[config.mk]
export PLATFORM = sky130hd
export DESIGN_NAME = mouse_click_ctl_flat
export DESIGN_NICKNAME = d
export VERILOG_FILES = /design/src/rtl/mouse_click_ctl_if.sv /design/src/rtl/mouse_click_ctl.sv /design/src/flat_wrapper.sv
export SDC_FILE = /design/constraint.sdc
export NUM_CORES = 1
export LEC_CHECK = 0
export CAP_MARGIN = 10
export CORE_ASPECT_RATIO = 0.75
export CORE_MARGIN = 8
export CORE_UTILIZATION = 50
export CTS_CLUSTER_SIZE = 30
export DETAILED_ROUTE_END_ITERATION = 8
export PLACE_DENSITY = 0.77
export SLEW_MARGIN = 0
export SYNTH_ARGS = -nofsm -noshare
export SYNTH_HDL_FRONTEND = slang
export SYNTH_SLANG_ARGS = --single-unit
[constraint.sdc]
create_clock -name pclk -period 9.3 [get_ports pclk]
set_input_delay 0.93 -clock pclk [delete_from_list [all_inputs] [get_ports pclk]]
set_output_delay 0.93 -clock pclk [all_outputs]
set_load 0.005 [all_outputs]
[src/rtl/mouse_click_ctl_if.sv]
// Pointer/button stream into the click gesture controller and the
// click events plus latched press coordinates coming back out.
interface mouse_click_ctl_if;
  logic [11:0] xpos_in;
  logic [11:0] ypos_in;
  logic        mouse_left_in;
  logic        click_out;
  logic        dbl_click_out;
  logic        drag_out;
  logic [11:0] press_xpos;
  logic [11:0] press_ypos;

  modport master (
    output xpos_in, ypos_in, mouse_left_in,
    input  click_out, dbl_click_out, drag_out, press_xpos, press_ypos
  );

  modport slave (
    input  xpos_in, ypos_in, mouse_left_in,
    output click_out, dbl_click_out, drag_out, press_xpos, press_ypos
  );
endinterface

[src/rtl/mouse_click_ctl.sv]
// Single-click / double-click / drag gesture controller on the buffered mouse stream.
// Define MOUSE_DOUBLE_CLICK_EN to build the double-click window (WAIT2/PRESS2).
module mouse_click_ctl #(
  parameter int DRAG_THRESH = 4,
  parameter int DBL_WINDOW  = 19_500_000
) (
  input  logic             pclk,
  input  logic             rst,
  mouse_click_ctl_if.slave bus
);

  if (DBL_WINDOW < 2) begin : g_bad_window
    $error("DBL_WINDOW must be at least 2");
  end

  typedef enum logic [2:0] {
    IDLE,
    PRESS,
`ifdef MOUSE_DOUBLE_CLICK_EN
    WAIT2,
    PRESS2,
`endif
    DRAG
  } state_t;

  localparam logic [12:0] THRESH = 13'(DRAG_THRESH);

  state_t      state;
  logic        btn_q;
  logic        click_q;
  logic        dbl_q;
  logic        drag_q;
  logic [11:0] px_q;
  logic [11:0] py_q;

  logic        press_edge;
  logic        release_edge;
  logic [12:0] dx;
  logic [12:0] dy;
  logic [12:0] adx;
  logic [12:0] ady;
  logic        moved;

`ifdef MOUSE_DOUBLE_CLICK_EN
  localparam int CNT_W = $clog2(DBL_WINDOW);
  localparam logic [CNT_W-1:0] CNT_LAST = CNT_W'(DBL_WINDOW - 1);
  logic [CNT_W-1:0] cnt;
`endif

  assign press_edge   =  bus.mouse_left_in & ~btn_q;
  assign release_edge = ~bus.mouse_left_in &  btn_q;

  // Zero-extended 13-bit difference so 0 vs 4095 stays a full-scale distance.
  always_comb begin
    dx    = {1'b0, bus.xpos_in} - {1'b0, px_q};
    dy    = {1'b0, bus.ypos_in} - {1'b0, py_q};
    adx   = dx[12] ? (~dx + 13'd1) : dx;
    ady   = dy[12] ? (~dy + 13'd1) : dy;
    moved = (adx > THRESH) || (ady > THRESH);
  end

  always_ff @(posedge pclk) begin
    if (rst) begin
      state   <= IDLE;
      btn_q   <= 1'b1;
      click_q <= 1'b0;
      dbl_q   <= 1'b0;
      drag_q  <= 1'b0;
      px_q    <= '0;
      py_q    <= '0;
`ifdef MOUSE_DOUBLE_CLICK_EN
      cnt     <= '0;
`endif
    end else begin
      btn_q   <= bus.mouse_left_in;
      click_q <= 1'b0;
      dbl_q   <= 1'b0;
      case (state)
        IDLE: begin
          if (press_edge) begin
            state <= PRESS;
            px_q  <= bus.xpos_in;
            py_q  <= bus.ypos_in;
          end
        end
        PRESS: begin
          if (release_edge) begin
`ifdef MOUSE_DOUBLE_CLICK_EN
            state <= WAIT2;
            cnt   <= '0;
`else
            state   <= IDLE;
            click_q <= 1'b1;
`endif
          end else if (moved) begin
            state  <= DRAG;
            drag_q <= 1'b1;
          end
        end
`ifdef MOUSE_DOUBLE_CLICK_EN
        WAIT2: begin
          cnt <= cnt + CNT_W'(1);
          // A second press beats window expiry even on the last window cycle.
          if (press_edge) begin
            state <= PRESS2;
            px_q  <= bus.xpos_in;
            py_q  <= bus.ypos_in;
          end else if (moved || cnt == CNT_LAST) begin
            state   <= IDLE;
            click_q <= 1'b1;
          end
        end
        PRESS2: begin
          if (release_edge) begin
            state <= IDLE;
            dbl_q <= 1'b1;
          end else if (moved) begin
            state   <= DRAG;
            click_q <= 1'b1;
            drag_q  <= 1'b1;
          end
        end
`endif
        DRAG: begin
          if (release_edge) begin
            state  <= IDLE;
            drag_q <= 1'b0;
          end
        end
        default: begin
          state  <= IDLE;
          drag_q <= 1'b0;
        end
      endcase
    end
  end

  assign bus.click_out     = click_q;
  assign bus.dbl_click_out = dbl_q;
  assign bus.drag_out      = drag_q;
  assign bus.press_xpos    = px_q;
  assign bus.press_ypos    = py_q;

endmodule
[src/flat_wrapper.sv]
// flat-port wrapper written by rule: the top's interface ports become plain ports
module mouse_click_ctl_flat 
#(
  parameter int DRAG_THRESH = 4,
  parameter int DBL_WINDOW  = 19_500_000
)
  (pclk, rst, bus_xpos_in, bus_ypos_in, bus_mouse_left_in, bus_click_out, bus_dbl_click_out, bus_drag_out, bus_press_xpos, bus_press_ypos);
  mouse_click_ctl_if bus_i ();
  input  logic pclk;
  input  logic rst;
  input wire logic [$bits(bus_i.xpos_in)-1:0] bus_xpos_in;
  input wire logic [$bits(bus_i.ypos_in)-1:0] bus_ypos_in;
  input wire logic [$bits(bus_i.mouse_left_in)-1:0] bus_mouse_left_in;
  output wire logic [$bits(bus_i.click_out)-1:0] bus_click_out;
  output wire logic [$bits(bus_i.dbl_click_out)-1:0] bus_dbl_click_out;
  output wire logic [$bits(bus_i.drag_out)-1:0] bus_drag_out;
  output wire logic [$bits(bus_i.press_xpos)-1:0] bus_press_xpos;
  output wire logic [$bits(bus_i.press_ypos)-1:0] bus_press_ypos;
  assign bus_i.xpos_in = bus_xpos_in;
  assign bus_i.ypos_in = bus_ypos_in;
  assign bus_i.mouse_left_in = bus_mouse_left_in;
  assign bus_click_out = bus_i.click_out;
  assign bus_dbl_click_out = bus_i.dbl_click_out;
  assign bus_drag_out = bus_i.drag_out;
  assign bus_press_xpos = bus_i.press_xpos;
  assign bus_press_ypos = bus_i.press_ypos;
  mouse_click_ctl #(.DRAG_THRESH(DRAG_THRESH), .DBL_WINDOW(DBL_WINDOW)) u_core (.pclk(pclk), .rst(rst), .bus(bus_i));
endmodule
### Yosys cells after proc, flatten, opt, wreduce, memory -nomap -nowiden

Index checks and enable logic that the tools add are counted.

* add/sub/neg operators: 4
* order comparisons: 2
* eq/ne operators: 7
* muxes and demuxes: 12
* bitwise gates (word level): 8
* reductions and logical operators: 6

Operators with widths (number)
* adder 13 x 1 -> 13 bit (second input constant): 2
* > comparator 13 x 3 -> 1 bit (second input constant): 2
* two-way mux 13 bit: 2
* inverter 13 bit: 2
* subtractor 12 x 12 -> 13 bit: 2
* two-way mux 3 bit: 4
* one-hot mux 3 bit (3 select lines): 1
* inequality test 2 x 1 -> 1 bit (second input constant): 3
* two-way mux 1 bit: 4
* inverter 1 bit: 4
* AND reduction 4 bit: 1
* equality test 3 x 1 -> 1 bit (second input constant): 1
* equality test 3 x 2 -> 1 bit (second input constant): 1
* zero test 3 bit: 1
* inequality test 3 x 1 -> 1 bit (second input constant): 1
* one-hot mux 1 bit (3 select lines): 1
* AND reduction 3 bit: 1
* AND 1 bit: 2
* inequality test 2 bit (second input constant): 1
* AND reduction 2 bit: 1
* OR reduction 2 bit: 1
* logical OR 1 bit: 1

* flip-flop bits (word level): 30
* bits of input ports: 27
* output and inout port bits: 27
* word-level logic and storage cells: 45

### Depth between registers and ports, before layout

* depth after elaboration: 9
* gate-level depth with buffers: 14
* gate-level depth less buffers: 13

### Worst setup path before layout

Ideal clock, no wire load.

* path type: input to register
* from: input bus_xpos_in[0]
* to: register u_core.state[0]
* arrival: 3.711 ns
* required time: 9.230 ns
* setup slack: 5.519 ns
* stages: 13
* cell sequence: inv_1 > ha_1 > fa_1 > nand2b_1 > a211oi_1 > nor2_1 > xor2_1 > nand4_1 > nor4b_1 > o21ai_0 > mux2_1 > or4_1 > a21oi_1

* cells in the longest elaborated chain, start to end: 8

RTL lines
* from (decl): line flat_wrapper.sv:11 `input wire logic [$bits(bus_i.xpos_in)-1:0] bus_xpos_in;`
* subtractor 12 x 12 -> 13 bit *: line mouse_click_ctl.sv:55 `dx = {1'b0, bus.xpos_in} - {1'b0, px_q};`
* inverter 13 bit: line mouse_click_ctl.sv:57 `adx = dx[12] ? (~dx + 13'd1) : dx;`
* adder 13 x 1 -> 13 bit: line mouse_click_ctl.sv:57
* two-way mux 13 bit *: line mouse_click_ctl.sv:57
* > comparator 13 x 3 -> 1 bit *: line mouse_click_ctl.sv:59 `moved = (adx > THRESH) || (ady > THRESH);`
* logical OR 1 bit *: line mouse_click_ctl.sv:59
* inequality test 3 x 1 -> 1 bit (no source line) *
* AND reduction 3 bit (no source line) *
* to (signal assigned): line mouse_click_ctl.sv:64 `state <= IDLE;`
* to (signal assigned): line mouse_click_ctl.sv:81 `state <= PRESS;`
* to (signal assigned): line mouse_click_ctl.sv:92 `state <= IDLE;`
* to (decl): line mouse_click_ctl.sv:28 `state_t state;`

Mark *: on every way between the ends. The rest lies on a longest branch, timed or not.
A chain may end at the register's enable or synchronous reset.

### Final worst setup path

Ends and elaborated chain as after synthesis.

==> qor.csv <==
metric;value;unit
final_common_cell;nand2_1;
finalHoldViolCount;0;
cts-hold-fix-buffers;0;
dp_hpwl;5780;microns
grt_max_degree;30;
cap_violations;0;
start_kind;input pin;
finalCritPeriodShare;47.7;%
gp_congestion;0.809;
synthesis.area;3000;sq um
ys.flop_type;dfxtp_1;
path_clk_slew;0.07;ns
synth.area.top_cells;dfxtp_1 (19%), ha_1 (11%), nand2_1 (7.9%);
first_global_vias;2781;
core;5800;sq um
leakagePower;1.37;nW
drtAntennaViolNets;0;
dieHeight;83.0;microns
final.setup.worst_slack;4.86;ns
cp.arrival;4.64;ns
synthArstFlopShare;0;%
critical_path.slowest_cell;or4_1;
n_antenna_cell;0;
cp.required;9.50;ns
hold_class;reg -> reg;
dp.cells;513;
gr-total-overflow;0;
drc;0;
layout_min_cycle_time;4.44;ns
fp-row-count;24;
clock.fmax;225;MHz
synth_top_cell_by_area;dfxtp_1;
htree_num_levels;2;
rsz0062_at_grt;false;
cts.sinks;29;
critPathBufInv;2;
synth-edff-count;0;
ir_drop;0.0558;mV
post-cts-setup-buffers;0;
nets;497;
dp_slack;4.58;ns
cts_tree;built;
drv_slew;0;
critPathTopFamily;simple AND/OR/NAND/NOR gates;
status;completed;
r2r_setup_slack;5.69;ns
grt_antenna_before_repair;0;
clock_skew;0.00322;ns
drive_gt1_share;6.56;%
synth_warnings;0;
syn-num-nets;453;
avgSynthCellArea;7.53;sq um
max_stage_delay;0.52;ns
ctsResizeCount;0;
numCtsBuffers;5;
postSynthCellCount;398;
placed_area;3510;sq um
maxSlewHeadroom;24.2;%
vias;2918;
viasPerCell;5.61;
die_area;8750;sq um
first_pass_iters;7;
grt_pass1_wl;12800;microns
area_growth;20.1;%
start_util;51.7;%
path_cells;clkdlybuf4s50_1 > inv_1 > ha_1 > fa_1 > nand2b_1 > a211oi_1 > nor2_1 > xor2_1 > nand4_1 > nor4b_1 > o21ai_0 > mux2_1 > or4_1 > a21oi_1;
setup_tns;0;ns
final_cell_mix;nand2_1 (63), clkdlybuf4s50_1 (52), a21oi_1 (38);
boundaryPins;54;
tightest_slew;1.13;ns
max-clock-path-buffers;2;
insertion_delay;0.29;ns
die_x;105;microns
grt_usage;17.0;%
synth.top_cell.area_share;19.4;%
fin_area;3600;sq um
setup_viol;0;
p_per_area;115;nW/um^2
routed_wl;7550;microns
root_buffer;clkbuf_8;
ys_seq_area_share;19.4;%
worstSetupEndpointType;flip-flop;
criticalPathCategory;in -> reg;
crit_fanout;5;
first_iter_violations;205;
instances_no_fill;520;
synth_cell_type_count;74;
io_buffers;52;
ys_ff_latch;29;
post_drt_wl_per_cell;14.5;microns
==> cell usage after synthesis, drive strengths merged (4+ instances only) <==
master  instances
ha             26
nand2          63
xor2           12
inv            35
nand3           8
a211oi          8
a21oi          40
a31oi           6
buf             4
dfxtp          29
clkbuf         12
o21ai          14
a21o           10
nor2b           6
nand2b          5
nor3            9
o21a            4
nand4           6
o211a           5
mux2i           4
nor2           22
xnor2          14
==> per-layer routing <==
layer	GRT usage (%)	wire length, microns
met5	0	0
met2	25.3	3110
met4	4.26	50
met3	4.09	401
met1	23.8	3990
==> state kept, by name, summed over array words and instances, names as in the netlist <==
| signal | count |
|---|---|
| u_core.btn_q | 1 |
| u_core.bus.click_out | 1 |
| u_core.bus.drag_out | 1 |
| u_core.bus.press_xpos | 12 |
| u_core.bus.press_ypos | 12 |
| u_core.state | 2 |
==> worst reg2reg max path: stages (launching register included) <==
cell	delay, ns
dfxtp_1	0.33
ha_1	0.22
fa_1	0.40
nand2b_1	0.18
a211oi_1	0.40
nor2_1	0.10
xor2_1	0.32
nand4_1	0.18
nor4b_1	0.27
o21ai_0	0.12
mux2_1	0.34
or4_1	0.52
a21oi_1	0.15
==> area by class of cell <==
cell class,instances,area [sq um]
clock buffers,7,86.3
well taps,78,97.6
fillers,525,2200
multi-input cells,318,2170
flip-flops and latches,29,581
repair buffers,53,528
inverters,35,131
==> power by group <==
part           switching [W]  leakage [nW]  total (W)  internal, W
Sequential        0.00000338         0.236   0.000132     0.000128
Clock              0.0000520        0.0443   0.000111    0.0000587
Combinational      0.0000964          1.09   0.000172    0.0000758
==> cell families after synthesis <==
logic type      Yosys count  share of synthesized area (%)
mux                       5                           1.71
xor+xnor                 26                           7.60
simple gates            143                           23.8
other cells               1                          0.125
buf+inv                  51                           8.27
flops                    29                           19.4
fa+ha+maj                28                           12.2
compound gates          115                           26.9
==> per-stage QoR <==
| step | hold WS (ns) | util, % | total power, W |
|---|---|---|---|
| finish | 0.473 | 62.1 | 0.000415 |
| global placement | 0.455 | 60.6 | 0.000302 |
| detailed placement | 0.463 | 60.6 | 0.000304 |
| CTS | 0.473 | 62.1 | 0.000416 |
| global route | 0.499 | 62.1 | 0.000441 |
| floorplan | 0.463 | - | 0.000260 |
==> worst paths after layout <==
kind,depth (start not counted),startpoint,to
worst max-delay path,14,bus_xpos_in[0],u_core.state[0]
worst min-delay path,2,u_core.bus.press_ypos[6],u_core.bus.press_ypos[6]
worst max register to register,12,u_core.bus.press_xpos[0],u_core.state[0]
worst min register to register,2,u_core.bus.press_ypos[6],u_core.bus.press_ypos[6]
No activity file was read; power rests on OpenSTA's default activity.
